<file path="config.mk">
export PLATFORM = sky130hd
export DESIGN_NAME = wb_arbiter_flat
export DESIGN_NICKNAME = d
export VERILOG_FILES = /design/src/rtl/wb_arbiter_if.sv /design/src/rtl/wb_arbiter.sv /design/src/flat_wrapper.sv
export SDC_FILE = /design/constraint.sdc
export NUM_CORES = 1
export LEC_CHECK = 0
export CAP_MARGIN = 0
export CORE_ASPECT_RATIO = 0.7
export CORE_MARGIN = 8
export CORE_UTILIZATION = 44
export CTS_CLUSTER_DIAMETER = 40
export DETAILED_ROUTE_END_ITERATION = 7
export PLACE_DENSITY_LB_ADDON = 0.05
export SYNTH_ARGS = -nofsm -noshare
export SYNTH_HDL_FRONTEND = slang
export SYNTH_SLANG_ARGS = --single-unit
</file>
<file path="constraint.sdc">
create_clock -name clk -period 2.95 [get_ports clk]
set_clock_uncertainty 0.2 [all_clocks]
set_input_delay 0.295 -clock clk [delete_from_list [all_inputs] [get_ports clk]]
set_output_delay 0.295 -clock clk [all_outputs]
set_load 0.005 [all_outputs]
</file>
<file path="src/rtl/wb_arbiter_if.sv">
// Bundle of writeback requester, scoreboard and register-file write signals
// shared between the writeback arbiter and its surrounding pipeline.
interface wb_arbiter_if;
    logic        alu_valid;
    logic        alu_fmode;
    logic [4:0]  alu_reg;
    logic [31:0] alu_data;
    logic        alu_ready;

    logic        fpu_valid;
    logic        fpu_fmode;
    logic [4:0]  fpu_reg;
    logic [31:0] fpu_data;
    logic        fpu_ready;

    logic        mem_valid;
    logic        mem_fmode;
    logic [4:0]  mem_reg;
    logic [31:0] mem_data;
    logic        mem_ready;

    logic        claim_en;
    logic        claim_fmode;
    logic [4:0]  claim_reg;

    logic        q1_fmode;
    logic [4:0]  q1_reg;
    logic        q1_busy;
    logic        q2_fmode;
    logic [4:0]  q2_reg;
    logic        q2_busy;

    logic        wenable;
    logic        wfmode;
    logic [4:0]  wreg;
    logic [31:0] wdata;

    // Arbiter side
    modport slave (
        input  alu_valid, alu_fmode, alu_reg, alu_data,
        input  fpu_valid, fpu_fmode, fpu_reg, fpu_data,
        input  mem_valid, mem_fmode, mem_reg, mem_data,
        input  claim_en, claim_fmode, claim_reg,
        input  q1_fmode, q1_reg, q2_fmode, q2_reg,
        output alu_ready, fpu_ready, mem_ready,
        output q1_busy, q2_busy,
        output wenable, wfmode, wreg, wdata
    );

    // Pipeline / requester side
    modport master (
        output alu_valid, alu_fmode, alu_reg, alu_data,
        output fpu_valid, fpu_fmode, fpu_reg, fpu_data,
        output mem_valid, mem_fmode, mem_reg, mem_data,
        output claim_en, claim_fmode, claim_reg,
        output q1_fmode, q1_reg, q2_fmode, q2_reg,
        input  alu_ready, fpu_ready, mem_ready,
        input  q1_busy, q2_busy,
        input  wenable, wfmode, wreg, wdata
    );
endinterface

</file>
<file path="src/rtl/wb_arbiter.sv">
// Round-robin arbiter sharing one register-file write port among ALU, FPU and
// MEM writebacks, with a 64-entry pending-write scoreboard for issue hazards.
module wb_arbiter (
    input  logic        clk,
    input  logic        rstn,
    wb_arbiter_if.slave bus
);

    // Next round-robin start after a grant to idx.
    function automatic logic [1:0] inc_mod3(input logic [1:0] idx);
        logic [1:0] res;
        case (idx)
            2'd0:    res = 2'd1;
            2'd1:    res = 2'd2;
            default: res = 2'd0;
        endcase
        return res;
    endfunction

    // Scoreboard lookup; integer r0 is hardwired and never pending.
    function automatic logic pend_lookup(input logic [63:0] pend,
                                         input logic        fmode,
                                         input logic [4:0]  rnum);
        logic res;
        if (!fmode && (rnum == 5'd0)) begin
            res = 1'b0;
        end else begin
            res = pend[{fmode, rnum}];
        end
        return res;
    endfunction

    logic [1:0]  ptr_r;
    logic [1:0]  ptr_eff_s;
    logic [2:0]  valid_s;
    logic [1:0]  ord0_s, ord1_s, ord2_s;
    logic [1:0]  gidx_s;
    logic        found_s;
    logic [2:0]  grant_s;
    logic        xfer_s;
    logic        pay_fmode_s;
    logic [4:0]  pay_reg_s;
    logic [31:0] pay_data_s;
    logic        pay_zero_s;
    logic [1:0]  ptr_next_s;
    logic [63:0] pend_r;
    logic [63:0] pend_next_s;
    logic        wenable_r;
    logic        wfmode_r;
    logic [4:0]  wreg_r;
    logic [31:0] wdata_r;

    assign valid_s   = {bus.mem_valid, bus.fpu_valid, bus.alu_valid};
    // An illegal pointer value of 3 behaves as 0 until it is reloaded.
    assign ptr_eff_s = (ptr_r == 2'd3) ? 2'd0 : ptr_r;

    // Search order starting from the round-robin pointer.
    always_comb begin
        ord0_s = 2'd0;
        ord1_s = 2'd1;
        ord2_s = 2'd2;
        case (ptr_eff_s)
            2'd0: begin
                ord0_s = 2'd0; ord1_s = 2'd1; ord2_s = 2'd2;
            end
            2'd1: begin
                ord0_s = 2'd1; ord1_s = 2'd2; ord2_s = 2'd0;
            end
            default: begin
                ord0_s = 2'd2; ord1_s = 2'd0; ord2_s = 2'd1;
            end
        endcase
    end

    // First valid requester in search order wins; nothing is granted in reset.
    always_comb begin
        gidx_s  = 2'd0;
        found_s = 1'b0;
        if (valid_s[ord0_s]) begin
            gidx_s  = ord0_s;
            found_s = 1'b1;
        end else if (valid_s[ord1_s]) begin
            gidx_s  = ord1_s;
            found_s = 1'b1;
        end else if (valid_s[ord2_s]) begin
            gidx_s  = ord2_s;
            found_s = 1'b1;
        end else begin
            gidx_s  = 2'd0;
            found_s = 1'b0;
        end
    end

    assign xfer_s  = found_s & ~rstn;
    assign grant_s = xfer_s ? (3'b001 << gidx_s) : 3'b000;

    assign bus.alu_ready = grant_s[0];
    assign bus.fpu_ready = grant_s[1];
    assign bus.mem_ready = grant_s[2];

    // Payload of the granted requester.
    always_comb begin
        pay_fmode_s = 1'b0;
        pay_reg_s   = 5'd0;
        pay_data_s  = 32'd0;
        case (gidx_s)
            2'd0: begin
                pay_fmode_s = bus.alu_fmode;
                pay_reg_s   = bus.alu_reg;
                pay_data_s  = bus.alu_data;
            end
            2'd1: begin
                pay_fmode_s = bus.fpu_fmode;
                pay_reg_s   = bus.fpu_reg;
                pay_data_s  = bus.fpu_data;
            end
            2'd2: begin
                pay_fmode_s = bus.mem_fmode;
                pay_reg_s   = bus.mem_reg;
                pay_data_s  = bus.mem_data;
            end
            default: begin
                pay_fmode_s = 1'b0;
                pay_reg_s   = 5'd0;
                pay_data_s  = 32'd0;
            end
        endcase
    end

    assign pay_zero_s = ~pay_fmode_s & (pay_reg_s == 5'd0);

    // Pointer advance: past the winner on a transfer, otherwise sanitised hold.
    always_comb begin
        ptr_next_s = ptr_eff_s;
        if (xfer_s) begin
            ptr_next_s = inc_mod3(gidx_s);
        end else begin
            ptr_next_s = ptr_eff_s;
        end
    end

    // Scoreboard update: the transfer clears first so a same-edge claim wins.
    always_comb begin
        pend_next_s = pend_r;
        if (xfer_s) begin
            pend_next_s[{pay_fmode_s, pay_reg_s}] = 1'b0;
        end else begin
            pend_next_s = pend_r;
        end
        if (bus.claim_en && (bus.claim_fmode || (bus.claim_reg != 5'd0))) begin
            pend_next_s[{bus.claim_fmode, bus.claim_reg}] = 1'b1;
        end else begin
            pend_next_s[0] = 1'b0;
        end
    end

    // Arbitration pointer and scoreboard state.
    always_ff @(posedge clk or posedge rstn) begin
        if (rstn) begin
            ptr_r  <= 2'd0;
            pend_r <= 64'd0;
        end else begin
            ptr_r  <= ptr_next_s;
            pend_r <= pend_next_s;
        end
    end

    // Registered register-file write port; payload holds when idle.
    always_ff @(posedge clk or posedge rstn) begin
        if (rstn) begin
            wenable_r <= 1'b0;
            wfmode_r  <= 1'b0;
            wreg_r    <= 5'd0;
            wdata_r   <= 32'd0;
        end else begin
            wenable_r <= xfer_s & ~pay_zero_s;
            if (xfer_s) begin
                wfmode_r <= pay_fmode_s;
                wreg_r   <= pay_reg_s;
                wdata_r  <= pay_data_s;
            end
        end
    end

    assign bus.wenable = wenable_r;
    assign bus.wfmode  = wfmode_r;
    assign bus.wreg    = wreg_r;
    assign bus.wdata   = wdata_r;

    assign bus.q1_busy = pend_lookup(pend_r, bus.q1_fmode, bus.q1_reg);
    assign bus.q2_busy = pend_lookup(pend_r, bus.q2_fmode, bus.q2_reg);

endmodule

</file>
<file path="src/flat_wrapper.sv">
// flat-port wrapper written by rule: the top's interface ports become plain ports
module wb_arbiter_flat 
  (clk, rstn, bus_alu_valid, bus_alu_fmode, bus_alu_reg, bus_alu_data, bus_fpu_valid, bus_fpu_fmode, bus_fpu_reg, bus_fpu_data, bus_mem_valid, bus_mem_fmode, bus_mem_reg, bus_mem_data, bus_claim_en, bus_claim_fmode, bus_claim_reg, bus_q1_fmode, bus_q1_reg, bus_q2_fmode, bus_q2_reg, bus_alu_ready, bus_fpu_ready, bus_mem_ready, bus_q1_busy, bus_q2_busy, bus_wenable, bus_wfmode, bus_wreg, bus_wdata);
  wb_arbiter_if bus_i ();
  input  logic clk;
  input  logic rstn;
  input wire logic [$bits(bus_i.alu_valid)-1:0] bus_alu_valid;
  input wire logic [$bits(bus_i.alu_fmode)-1:0] bus_alu_fmode;
  input wire logic [$bits(bus_i.alu_reg)-1:0] bus_alu_reg;
  input wire logic [$bits(bus_i.alu_data)-1:0] bus_alu_data;
  input wire logic [$bits(bus_i.fpu_valid)-1:0] bus_fpu_valid;
  input wire logic [$bits(bus_i.fpu_fmode)-1:0] bus_fpu_fmode;
  input wire logic [$bits(bus_i.fpu_reg)-1:0] bus_fpu_reg;
  input wire logic [$bits(bus_i.fpu_data)-1:0] bus_fpu_data;
  input wire logic [$bits(bus_i.mem_valid)-1:0] bus_mem_valid;
  input wire logic [$bits(bus_i.mem_fmode)-1:0] bus_mem_fmode;
  input wire logic [$bits(bus_i.mem_reg)-1:0] bus_mem_reg;
  input wire logic [$bits(bus_i.mem_data)-1:0] bus_mem_data;
  input wire logic [$bits(bus_i.claim_en)-1:0] bus_claim_en;
  input wire logic [$bits(bus_i.claim_fmode)-1:0] bus_claim_fmode;
  input wire logic [$bits(bus_i.claim_reg)-1:0] bus_claim_reg;
  input wire logic [$bits(bus_i.q1_fmode)-1:0] bus_q1_fmode;
  input wire logic [$bits(bus_i.q1_reg)-1:0] bus_q1_reg;
  input wire logic [$bits(bus_i.q2_fmode)-1:0] bus_q2_fmode;
  input wire logic [$bits(bus_i.q2_reg)-1:0] bus_q2_reg;
  output wire logic [$bits(bus_i.alu_ready)-1:0] bus_alu_ready;
  output wire logic [$bits(bus_i.fpu_ready)-1:0] bus_fpu_ready;
  output wire logic [$bits(bus_i.mem_ready)-1:0] bus_mem_ready;
  output wire logic [$bits(bus_i.q1_busy)-1:0] bus_q1_busy;
  output wire logic [$bits(bus_i.q2_busy)-1:0] bus_q2_busy;
  output wire logic [$bits(bus_i.wenable)-1:0] bus_wenable;
  output wire logic [$bits(bus_i.wfmode)-1:0] bus_wfmode;
  output wire logic [$bits(bus_i.wreg)-1:0] bus_wreg;
  output wire logic [$bits(bus_i.wdata)-1:0] bus_wdata;
  assign bus_i.alu_valid = bus_alu_valid;
  assign bus_i.alu_fmode = bus_alu_fmode;
  assign bus_i.alu_reg = bus_alu_reg;
  assign bus_i.alu_data = bus_alu_data;
  assign bus_i.fpu_valid = bus_fpu_valid;
  assign bus_i.fpu_fmode = bus_fpu_fmode;
  assign bus_i.fpu_reg = bus_fpu_reg;
  assign bus_i.fpu_data = bus_fpu_data;
  assign bus_i.mem_valid = bus_mem_valid;
  assign bus_i.mem_fmode = bus_mem_fmode;
  assign bus_i.mem_reg = bus_mem_reg;
  assign bus_i.mem_data = bus_mem_data;
  assign bus_i.claim_en = bus_claim_en;
  assign bus_i.claim_fmode = bus_claim_fmode;
  assign bus_i.claim_reg = bus_claim_reg;
  assign bus_i.q1_fmode = bus_q1_fmode;
  assign bus_i.q1_reg = bus_q1_reg;
  assign bus_i.q2_fmode = bus_q2_fmode;
  assign bus_i.q2_reg = bus_q2_reg;
  assign bus_alu_ready = bus_i.alu_ready;
  assign bus_fpu_ready = bus_i.fpu_ready;
  assign bus_mem_ready = bus_i.mem_ready;
  assign bus_q1_busy = bus_i.q1_busy;
  assign bus_q2_busy = bus_i.q2_busy;
  assign bus_wenable = bus_i.wenable;
  assign bus_wfmode = bus_i.wfmode;
  assign bus_wreg = bus_i.wreg;
  assign bus_wdata = bus_i.wdata;
  wb_arbiter u_core (.clk(clk), .rstn(rstn), .bus(bus_i));
endmodule
</file>
# Yosys cells after proc, flatten, opt, wreduce, memory -nomap -nowiden
# Index checks and enable logic that the tools add are counted.
[totals] ff_bits=105 word_cells=78
[op_classes] order_cmp=9 eq_ne=4 shift=1 muxes=35 n_bitwise=9 reduce_logical=14
[ops] cell="$pmux 32 s3" count=1
[ops] cell="$and 64x64->64" count=1
[ops] cell="$mux 64" count=1
[ops] cell="$not 64->64" count=1
[ops] cell="$or 64x64->64" count=1
[ops] cell="$mux 63" count=1
[ops] cell="$lt 6x7->1 const B" count=4
[ops] cell="$pmux 2 s2" count=4
[ops] cell="$logic_not 5->1" count=3
[ops] cell="$pmux 5 s3" count=1
[ops] cell="$mux 1" count=13
[ops] cell="$bmux 1 s6" count=2
[ops] cell="$demux 1 s6" count=2
[ops] cell="$ge 6x1->1 const B" count=2
[ops] cell="$mux 2" count=5
[ops] cell="$lt 2x3->1 const B" count=3
[ops] cell="$bmux 1 s2" count=3
[ops] cell="$logic_and 1x1->1" count=5
[ops] cell="$reduce_bool 5->1" count=1
[ops] cell="$eq 2x1->1 const B" count=2
[ops] cell="$eq 2x2->1 const B" count=2
[ops] cell="$logic_not 2->1" count=2
[ops] cell="$and 1x1->1" count=3
[ops] cell="$mux 3" count=1
[ops] cell="5 further kinds" count=8

# Logic depth before layout (Yosys ltp)
# Gate-level depths: netlist of the first run.
[depth] word_depth=20 ltp_mapped=12 ltp_nobuf=8

# Least setup slack after synthesis of the first run
# No wires, ideal clock.
[synth_path] path_type="reg2reg" start="register u_core.ptr_r[0]" end="register u_core.pend_r[38]" setup_ps=148 arrival_ps=2408 required_time_ps=2602 slack_ps=194 path_stages_with_launch=11 n_path_buf=2 synth_period_minus_slack_ps=2756 path_cell_list="dfrtp_1 -> inv_1 -> ha_1 -> nor3_2 -> a31oi_2 -> and2_4 -> buf_6 -> buf_6 -> a221o_4 -> nor4_4 -> a41oi_2"
[synth_via] elab_chain_len=20
[synth_rtl] element="from (decl)" line="wb_arbiter.sv:33" source="logic [1:0] ptr_r;"
[synth_rtl] element="from (signal assigned)" line="wb_arbiter.sv:163" source="ptr_r <= ptr_next_s;"
[synth_rtl] element="$eq 2x2->1" line="wb_arbiter.sv:55" source="assign ptr_eff_s = (ptr_r == 2'd3) ? 2'd0 : ptr_r;"
[synth_rtl] element="$mux 2 (*)" line="wb_arbiter.sv:55"
[synth_rtl] element="$eq 2x1->1 or $logic_not 2->1 (tied branches)" line="wb_arbiter.sv:62" source="case (ptr_eff_s)"
[synth_rtl] element="$pmux 2 s2" line="wb_arbiter.sv:62"
[synth_rtl] element="$bmux 1 s2" line="wb_arbiter.sv:85" source="end else if (valid_s[ord2_s]) begin"
[synth_rtl] element="$mux 1 (implied by the code)" line="wb_arbiter.sv:85"
[synth_rtl] element="$mux 2" line="wb_arbiter.sv:85"
[synth_rtl] element="$mux 2" line="wb_arbiter.sv:82" source="end else if (valid_s[ord1_s]) begin"
[synth_rtl] element="[5 not listed]"
[synth_rtl] element="$mux 1 (implied by the code)" line="wb_arbiter.sv:146" source="pend_next_s[{pay_fmode_s, pay_reg_s}] = 1'b0;"
[synth_rtl] element="$demux 1 s6"
[synth_rtl] element="$not 64->64 (no line)"
[synth_rtl] element="$and 64x64->64 (no line)"
[synth_rtl] element="$mux 64 (*)" line="wb_arbiter.sv:145" source="if (xfer_s) begin"
[synth_rtl] element="$or 64x64->64 (no line)"
[synth_rtl] element="$mux 63 (*)" line="wb_arbiter.sv:150" source="if (bus.claim_en && (bus.claim_fmode || (bus.claim_reg != 5'd0))) begin"
[synth_rtl] element="named net u_core.pend_next_s[38]" line="wb_arbiter.sv:47" source="logic [63:0] pend_next_s;"
[synth_rtl] element="to (signal assigned)" line="wb_arbiter.sv:164" source="pend_r <= pend_next_s;"
[synth_rtl] element="to (decl)" line="wb_arbiter.sv:46" source="logic [63:0] pend_r;"
# Mark *: on every way through the listed nets, which the timed path passes. The rest lies on a longest branch. The select of a mux whose other input is x is not followed.
# A chain may end at the register's enable or synchronous reset.

# Final worst setup path of the first run
[layout_path] start="register u_core.pend_r[31]" end="output bus_q2_busy"
[layout_via] elab_chain_len=3
[layout_rtl] element="$bmux 1 s6" line="wb_arbiter.sv:28" source="res = pend[{fmode, rnum}];"
[layout_rtl] element="$mux 1 (implied by the code)" line="wb_arbiter.sv:28"
[layout_rtl] element="$mux 1" line="wb_arbiter.sv:25" source="if (!fmode && (rnum == 5'd0)) begin"
[layout_rtl] element="to (decl)" line="flat_wrapper.sv:30" source="output wire logic [$bits(bus_i.q2_busy)-1:0] bus_q2_busy;"
# Every way passes these cells. The select of a mux whose other input is x is not followed.

==> reports/metrics.yaml, run 1 <==
die_area_mm2: 0.0191
path_clk_slew_ns: 0.07
cts_tree: "built"
ys_seq_elements: 104
hold_slack_ns: 0.0921
layout_common_cells: "clkdlybuf4s50_1 (172), a21oi_1 (116), dfrtp_1 (104), a31oi_1 (81), buf_4 (66)"
max_freq_mhz: 337
max_stage_delay_ns: 0.52
drc_errors: 0
async_flop_share_pct: 100
numCtsBuffers: 9
layout_setup_ws_ns: -0.0153
rows: 37
crit_path_end_kind: "output port"
core_region_area_mm2: 0.0146
avgViaCountPerCell: 6.18
antenna_found_initial: 0
pin_count: 182
hpwl_mm: 17.7
syn_area_per_cell_um2: 10.2
ys_seq_area_share_pct: 39.8
vias: 6505
status: "finished with violations"
worst_pin_slew_ns: 0.661
cp_slowest_cell: "mux4_2"
synth_area_mm2: 0.00654
final_cells: 1052
h-tree-depth: 3
cp.arrival_ns: 2.47
diodes: 0
wl_per_cell_um: 23.3
required_ns: 2.46
leakage_nw: 3.78
postLayoutCoreUtil_pct: 64.9
grt-ovfl-total: 0
final_hold_viol_count: 0
ys.warnings.count: 0
ys_types: 47
grt_max_degree: 67
final_common_cell: "clkdlybuf4s50_1"
track_usage_pct: 25.2
postSynthCellCount: 643
grt_pass1_wl_mm: 37.4
placedCellCount: 1022
synth_edf_count: 0
drv_slew: 0
path_buf_inv: 2
path_class: "register to output port"
ctsHoldBuffers: 0
hp-class: "input pin to asynchronous set/reset pin"
firstDrtPassIters: 5
worstSkewPairLatency_ns: 0.35
fin_crit_sh_pct: 101
layout-drive-gt1-share_pct: 20.5
cts-root-buf: "clkbuf_16"
wl_mm: 24.6
path_cells: "buf_4, mux4_2, mux4_2, a211oi_2, a21oi_1, dlygate4sd2_1"
area.growth.synth_to_final_pct: 45.2
final.min_clock_period_ns: 2.97
drv_cap: 0
setup-violations-final: 1
yosys_most_used_dff: "dfrtp_1"
postRouteAntennaNets: 0
cp-start-kind: "register"
grt_pass1_vias: 6440
nets: 992
start_util_pct: 44.7
gp_congestion: 0.937
numPortBuffers: 181
power_mw: 9.26
rrSetupSlack_ns: 0.10
clkSinkCount: 104
syn_nets: 783
cp_top_family: "multiplexers"
drtIter0Drc: 627
dieWidth_um: 162
p_per_area_mw_per_mm2: 975
path_common_cell: "mux4_2"
clock_path_buffers: 2
violations: "setup timing"
irDropWorstVdd_uv: 641
die_y_um: 118
relSlewSlack_pct: 55.9
crit_fanout: 2
[synth_stat cells, types with 2 or more instances]
master / number / share of area [%]
clkbuf_1: 45 / 2.6
nand2b_1: 5 / 0.48
mux4_2: 36 / 12
mux2_2: 2 / 0.34
nor4_4: 9 / 2.9
o21ai_0: 6 / 0.46
dfrtp_1: 104 / 40
a41oi_2: 3 / 0.75
a221o_1: 2 / 0.31
a21o_1: 4 / 0.46
nor3b_1: 4 / 0.46
a22oi_1: 32 / 3.7
a221o_4: 3 / 0.98
nor2b_1: 4 / 0.38
nor3_1: 3 / 0.23
buf_6: 5 / 0.86
inv_1: 4 / 0.23
and3b_1: 2 / 0.27
a211oi_1: 4 / 0.46
buf_4: 3 / 0.34
mux2i_1: 4 / 0.61
a21oi_1: 117 / 9.0
ha_1: 2 / 0.38
a31oi_1: 81 / 7.7
a221oi_4: 5 / 2.0
and3_1: 2 / 0.19
a41oi_1: 13 / 1.7
and2_1: 2 / 0.19
nor2_1: 46 / 2.6
nand2_1: 58 / 3.3
a21boi_0: 7 / 0.80
buf_2: 11 / 0.84
[repair_timing]
item,CTS,global route
pin swaps,1,2
endpoints found under the setup margin,24,58
setup buffers,10,2
gates cloned,2,0
resized for setup,22,8
[report_power, final]
part | internal (mW) | switching [mW]
Clock | 0.584 | 0.583
Sequential | 2.10 | 0.578
Combinational | 2.66 | 2.75
[kinds of logic after synthesis]
family                   count (synthesis)  share of synthesized area (%)
AND/OR/NAND/NOR                        141                           11.8
AO/OA/AOI/OAI                          284                           29.6
buffers and inverters                   69                           4.92
adder cells (fa/ha/maj)                  3                          0.536
flip-flops                             104                           39.8
multiplexers                            42                           13.4
[stage by stage]
| step | TNS, ns | instance area [µm²] | worst slack, ns |
|---|---|---|---|
| after global routing | -0.143 | 9500 | -0.0276 |
| after floorplan | 0 | 6550 | 0.194 |
| final | -0.0153 | 9500 | -0.0153 |
| after CTS | -0.0545 | 9430 | -0.0545 |
| after detailed placement | -3.47 | 8970 | -0.299 |
| after global placement | -2.07 | 8970 | -0.290 |
[final cells by class]
class / count / area (µm²)
Multi-Input combinational cell: 470 / 3720
Inverter: 4 / 18.8
Tap cell: 195 / 244
Clock buffer: 11 / 233
Fill cell: 1189 / 5130
Sequential cell: 104 / 2600
Clock inverter: 5 / 41.3
Timing Repair Buffer: 263 / 2640
[final timing paths]
| check | from | to | cells past startpoint |
|---|---|---|---|
| min reg2reg | u_core.bus.wfmode$_DFFE_PP0P_ | u_core.bus.wfmode$_DFFE_PP0P_ | 2 |
| max reg2reg | u_core.ptr_r[0]$_DFF_PP0_ | u_core.pend_r[51]$_DFF_PP0_ | 10 |
| max | u_core.pend_r[31]$_DFF_PP0_ | bus_q2_busy | 6 |
| min in group clk | u_core.bus.wfmode$_DFFE_PP0P_ | u_core.bus.wfmode$_DFFE_PP0P_ | 2 |
| min | rstn | u_core.bus.wdata[15]$_DFFE_PP0P_ | 2 |
| max in group asynchronous | rstn | u_core.bus.wdata[19]$_DFFE_PP0P_ | 3 |
[registers in the layout (all words and copies together), names as in the netlist]
signal,cells
u_core.bus.wdata,32
u_core.bus.wenable,1
u_core.bus.wfmode,1
u_core.bus.wreg,5
u_core.pend_r,63
u_core.ptr_r,2
[routing by layer]
layer / vias up / GRT usage [%] / part of all wire (%)
li1: 2921 / - / -
met1: 3150 / 33.2 / 41
met2: 391 / 38.1 / 46
met3: 43 / 9.47 / 11
met4: 0 / 6.92 / 1.8
met5: - / 0 / 0
Note: power is estimated with default switching activity, not from simulation.
==> run 2, diff against run 1 <==
==> constraint.sdc (replaced) <==
create_clock -name clk -period 2.95 [get_ports clk]
set_clock_uncertainty 0.2 [all_clocks]
set_input_delay 0.59 -clock clk [delete_from_list [all_inputs] [get_ports clk]]
set_output_delay 0.59 -clock clk [all_outputs]
set_load 0.005 [all_outputs]
==> run 2 against run 1 <==
  * The flow still finishes with violations (setup timing)
  * Flip-flop and latch count did not move
  * Critical path depth rose by 1
  * Critical endpoint is now bus_q1_busy
  * Sequential share of layout area fell by 1.0 points
  * Sequential power rose by 2%
  * Design area rose by 3.8%
  * Largest cell class unchanged
  * First-iteration DRC count rose by 17%
  * Routed wire length rose by 0.36%
  * Core utilization rose by 2.5 points
  * Highest routed layer unchanged
  * Final cell count rose by 2.0%
  * Register-to-register slack got worse by 0.07 ns
  * Total power rose by 6.3%
  * Clock power rose by 7%
==> reports/metrics.yaml, run 2 (synthesized netlist as in run 1, its figures left out) <==
fin_crit_sh_pct: 102  # +1.1 points
wl_mm: 24.6  # +0.36%
cts_tree: "built"
die_area_mm2: 0.0191  # unchanged
numPortBuffers: 181  # unchanged
status: "finished with violations"
h-tree-depth: 3  # unchanged
multiInputGateArea_mm2: 0.00379  # +2.0%
timing.setup.tns_ns: -0.0940  # -0.0787 ns
final.min_clock_period_ns: 3.00  # +0.0328 ns
layout-drive-gt1-share_pct: 25.1  # +4.5 points
grt_pass1_wl_mm: 37.6  # +0.54%
worstSkewPairLatency_ns: 0.36  # about the same
layout_common_cells: "clkdlybuf4s50_1 (170), a21oi_1 (113), dfrtp_1 (104), a31oi_1 (77), buf_4 (76)"
setup-violations-final: 2  # +1
drv_slew: 0  # unchanged
ctsHoldBuffers: 0  # unchanged
numCtsBuffers: 9  # unchanged
p_per_area_mw_per_mm2: 998  # +2.4%
crit_path_end_kind: "output port"
relSlewSlack_pct: 58.5  # +2.5 points
gp_congestion: 0.929  # -0.92%
rows: 37  # unchanged
diodes: 0  # unchanged
path_clk_slew_ns: 0.08  # about the same
avgViaCountPerCell: 6.18  # -0.10%
largest_register: "u_core.pend_r"
drtIter0Drc: 734  # +17%
vias: 6628  # +1.9%
violations: "setup timing"
firstDrtPassIters: 8  # +3
hold_slack_ns: 0.307  # +0.215 ns
top_layer: "met4"
layout.area.seq_mm2: 0.00260  # unchanged
irDropWorstVdd_uv: 654  # +2.0%
track_usage_pct: 25.0  # -0.16 points
pin_count: 182  # unchanged
path_class: "input pin to output port"
required_ns: 2.16  # -0.30 ns
wl_met2_mm: 11.7  # +4.4%
cts-root-buf: "clkbuf_16"
dr_wl_met3_mm: 2.71  # -1.7%
leakage_nw: 3.94  # +4.2%
nets: 1014  # +2.2%
fill_cells: 1148  # -3.4%
die_y_um: 118  # unchanged
start_util_pct: 44.7  # unchanged
hpwl_mm: 18.0  # +1.8%
clock_path_buffers: 2  # unchanged
layout_setup_ws_ns: -0.0481  # -0.0328 ns
crit_fanout: 7  # +5
area.growth.synth_to_final_pct: 50.7
postRouteAntennaNets: 0  # unchanged
final_hold_viol_count: 0  # unchanged
dieWidth_um: 162  # unchanged
final_common_cell: "clkdlybuf4s50_1"
drv_cap: 0  # unchanged
grt_max_degree: 67  # unchanged
cp.arrival_ns: 2.21  # -0.26 ns
hp-class: "register to register"
cp-start-kind: "input pin"
wl_per_cell_um: 23.0  # -1.6%
drc_errors: 0  # unchanged
max_freq_mhz: 334  # -1.1%
rsz0062_at_grt: "true"
core_region_area_mm2: 0.0146  # unchanged
clkSinkCount: 104  # unchanged
met1Wirelength_mm: 9.72  # -4.2%
grt-ovfl-total: 0  # unchanged
worst_pin_slew_ns: 0.623  # -0.0380 ns
grt_pass1_vias: 6564  # +1.9%
largest_reg_flops: 63  # unchanged
antenna_found_initial: 0  # unchanged
[run 2: area by class of cell]
cell class / instances / area share (%)
multi-input combinational: 470 / 38.5
timing repair buffer: 285 / 29.4
sequential: 104 / 26.4
tap: 195 / 2.47
clock buffer: 9 / 2.28
clock inverter: 6 / 0.787
inverter: 4 / 0.190
[run 2: layer usage]
layer | GRT usage [%] | up-vias
li1 | - | 2971
met1 | 32.8 | 3251
met2 | 39.4 | 353
met3 | 7.51 | 53
met4 | 6.98 | 0
met5 | 0 | -
[run 2: path summary, 6_finish.rpt]
kind,depth (start not counted),endpoint,from,slack [ns]
max,7,bus_q1_busy,bus_q1_reg[0],-0.05
max reg2reg,13,u_core.pend_r[5]$_DFF_PP0_,u_core.ptr_r[1]$_DFF_PP0_,0.03
min in group asynchronous,4,u_core.pend_r[63]$_DFF_PP0_,rstn,0.67
min,2,u_core.bus.wreg[4]$_DFFE_PP0P_,u_core.bus.wreg[4]$_DFFE_PP0P_,0.31
min reg2reg,2,u_core.bus.wreg[4]$_DFFE_PP0P_,u_core.bus.wreg[4]$_DFFE_PP0P_,0.31
max in group asynchronous,4,u_core.bus.wdata[3]$_DFFE_PP0P_,rstn,1.45
[run 2: repair_timing]
| item | CTS | global route |
|---|---|---|
| pin swaps | 6 | 18 |
| buffers inserted | 2 | 14 |
| gates cloned | 4 | 3 |
| resized for setup | 54 | 32 |
| endpoints found under the setup margin | 44 | 69 |
[run 2: power breakdown]
part           switching (mW)  internal, mW
logic                    2.85          3.02
registers               0.629          2.10
clock network           0.578         0.671
total                    4.05          5.79
[run 2: through the flow]
| stage | setup WS [ns] | util, % | instances | power (mW) | cell area [µm²] |
|---|---|---|---|---|---|
| 3_3_place_gp | -0.870 | 61.9 | 1035 | 7.68 | 9060 |
| 5_1_grt | -0.111 | 67.4 | 1073 | 10.4 | 9860 |
| 2_1_floorplan | 0.0623 | - | 643 | 5.58 | 6570 |
| 6_report | -0.0481 | 67.4 | 1073 | 9.84 | 9860 |
| 3_5_place_dp | -0.888 | 61.9 | 1035 | 7.86 | 9060 |
| 4_1_cts | -0.0682 | 65.3 | 1056 | 9.23 | 9560 |
[run 2: critical path: stages]
cell and delay [ns]:
buf_8 0.09, buf_12 0.13, mux4_2 0.51, mux4_2 0.50, mux2i_1 0.17, a21oi_1 0.09, buf_2 0.13
==> run 3, diff against run 2 <==
--- a/config.mk
+++ b/config.mk
@@ -15,3 +15,4 @@
 export SYNTH_ARGS = -nofsm -noshare
 export SYNTH_HDL_FRONTEND = slang
 export SYNTH_SLANG_ARGS = --single-unit
+export TNS_END_PERCENT = 50
==> run 3 against run 2 <==
  * Highest routed layer unchanged
  * Non-clock buffer count grew 4
  * First-iteration DRC count grew 0.54%
  * Setup slack worse by 0.057 ns
  * The run still ends with setup timing left
  * Via count decreased by 0.66%
  * Routed wire length up 0.65%
  * Flip-flop and latch count unchanged
==> reports/metrics.yaml, run 3 (synthesized netlist as in run 1, its figures left out) <==
status: "finished with violations"
violations: "setup timing"
path_clk_slew_ns: 0.08  # about the same
nets: 1018  # +0.39%
hpwl_mm: 18.2  # +1.4%
p_int_mw: 5.79  # about the same
diodes: 0  # unchanged
drv_slew: 0  # unchanged
wl_mm: 24.8  # +0.65%
worst_pin_slew_ns: 0.682  # +0.0594 ns
grt_max_degree: 67  # unchanged
leakage_nw: 3.92  # -0.45%
rsz0062_at_grt: "true"
layout_common_cells: "clkdlybuf4s50_1 (170), a21oi_1 (113), dfrtp_1 (104), a31oi_1 (75), buf_4 (71)"
die_y_um: 118  # unchanged
grt-ovfl-total: 0  # unchanged
die_area_mm2: 0.0191  # unchanged
drc_errors: 0  # unchanged
area.growth.synth_to_final_pct: 52.1
cp-start-kind: "register"
numPortBuffers: 181  # unchanged
setup-violations-final: 16  # +14
worstSkewPairLatency_ns: 0.35  # about the same
path_class: "register to register"
pin_count: 182  # unchanged
max_freq_mhz: 327  # -1.9%
hp-class: "register to register"
switching_power_mw: 4.09  # +0.84%
r2r_cells: 15  # +2
firstDrtPassIters: 5  # -3
rrSetupSlack_ns: -0.11  # -0.14 ns
fin_crit_sh_pct: 104  # +1.9 points
cts_tree: "built"
dr_wl_met3_mm: 2.67  # -1.4%
final.min_clock_period_ns: 3.06  # +0.0574 ns
numCtsBuffers: 9  # unchanged
worstReg2RegStart: "u_core.ptr_r[0]$_DFF_PP0_"
grt_pass1_wl_mm: 38.1  # +1.4%
dieWidth_um: 162  # unchanged
rows: 37  # unchanged
relSlewSlack_pct: 54.5  # -4.0 points
cp.arrival_ns: 3.07  # +0.86 ns
irDropWorstVdd_uv: 457  # -30%
layout_setup_ws_ns: -0.105  # -0.0574 ns
p_per_area_mw_per_mm2: 993  # -0.53%
drtIter0Drc: 738  # +0.54%
core_region_area_mm2: 0.0146  # unchanged
final_common_cell: "clkdlybuf4s50_1"
wl_per_cell_um: 23.0  # +0.27%
avgViaCountPerCell: 6.11  # -1.0%
sw_frac_of_total_pct: 41.4  # +0.20 points
worstSetupStartpoint: "u_core.ptr_r[0]$_DFF_PP0_"
clkPwrFrac_pct: 12.6  # about the same
postRouteAntennaNets: 0  # unchanged
required_ns: 2.96  # +0.80 ns
clock_path_buffers: 2  # unchanged
crit_fanout: 7  # unchanged
antenna_found_initial: 0  # unchanged
grt_pass1_vias: 6588  # +0.37%
crit_path_end_kind: "register"
start_util_pct: 44.7  # unchanged
track_usage_pct: 25.3  # +0.26 points
largest_reg_flops: 63  # unchanged
power_mw: 9.88  # +0.36%
layout-drive-gt1-share_pct: 25.5  # +0.45 points
top_layer: "met4"
cts-root-buf: "clkbuf_16"
largest_register: "u_core.pend_r"
reg2reg_to: "u_core.pend_r[55]$_DFF_PP0_"
clkSinkCount: 104  # unchanged
combPwrFrac_pct: 59.6  # about the same
met1Wirelength_mm: 10.3  # +6.1%
h-tree-depth: 3  # unchanged
wl_met2_mm: 11.5  # -1.5%
drv_cap: 0  # unchanged
crit_end: "u_core.pend_r[55]$_DFF_PP0_"
vias: 6584  # -0.66%
seqPwrFrac_pct: 27.7  # about the same
final_hold_viol_count: 0  # unchanged
gp_congestion: 0.951  # +2.4%
pre_cts_ws_ns: -0.899  # -0.0117 ns
## run 3: cell type report
type | count | area [µm²]
Inverter | 4 | 18.8
Fill cell | 1154 | 4680
Timing Repair Buffer | 289 | 2950
Tap cell | 195 | 244
Sequential cell | 104 | 2600
Clock inverter | 4 | 53.8
Clock buffer | 11 | 243
Multi-Input combinational cell | 470 | 3840
## run 3: power by group through the flow
stage               logic (mW)  registers (mW)  clock network, mW
floorplan                 3.10            2.47                  0
global placement          5.03            2.67                  0
detailed placement        5.19            2.69                  0
CTS                       5.44            2.69               1.27
finish                    5.89            2.74               1.25
global route              6.33            2.79               1.32
## run 3: worst min-delay path by stage
stage	cells past startpoint	end	from
final	2	u_core.bus.wfmode$_DFFE_PP0P_	u_core.bus.wfmode$_DFFE_PP0P_
after global routing	2	u_core.bus.wreg[1]$_DFFE_PP0P_	u_core.bus.wreg[1]$_DFFE_PP0P_
after CTS	2	u_core.bus.wfmode$_DFFE_PP0P_	u_core.bus.wfmode$_DFFE_PP0P_
after detailed placement	2	u_core.bus.wfmode$_DFFE_PP0P_	u_core.bus.wfmode$_DFFE_PP0P_
after global placement	2	u_core.bus.wfmode$_DFFE_PP0P_	u_core.bus.wfmode$_DFFE_PP0P_
after floorplan	2	u_core.bus.wfmode$_DFFE_PP0P_	u_core.bus.wfmode$_DFFE_PP0P_
## run 3: routing by layer
metal,GRT usage [%],vias to the layer above
met5,0,-
met3,9.12,29
met1,33.7,3221
met2,38.7,376
met4,5.42,0
li1,-,2958
## run 3: metrics by stage
stage	util, %	instance area, µm²	hold slack, ns	setup TNS (ns)	cells
after detailed placement	62.6	9150	0.284	-21.33	1041
after CTS	66.2	9680	0.304	-0.211	1067
after floorplan	-	6550	0.273	-0.306	643
after global routing	68.0	9950	0.345	-2.85	1077
final	68.0	9950	0.294	-0.589	1077
after global placement	62.6	9150	0.267	-16.50	1041
## run 3: critical path: stages, from the launching register on
cell	delay [ns]
dfrtp_1	0.41
buf_6	0.13
ha_4	0.18
buf_6	0.12
a21o_1	0.18
a21boi_2	0.15
and2_4	0.17
buf_6	0.10
buf_6	0.11
buf_6	0.12
buf_6	0.10
a221oi_4	0.06
buf_12	0.15
nor4_4	0.37
buf_4	0.23
a41oi_2	0.12
## run 3: what timing repair did
item                                    CTS  global route
endpoints found under the setup margin   38            69
gates resized for setup                  65            33
cloned                                    2             1
buffers inserted                         11            12
hold buffers                              0             0
pin swaps                                16            27
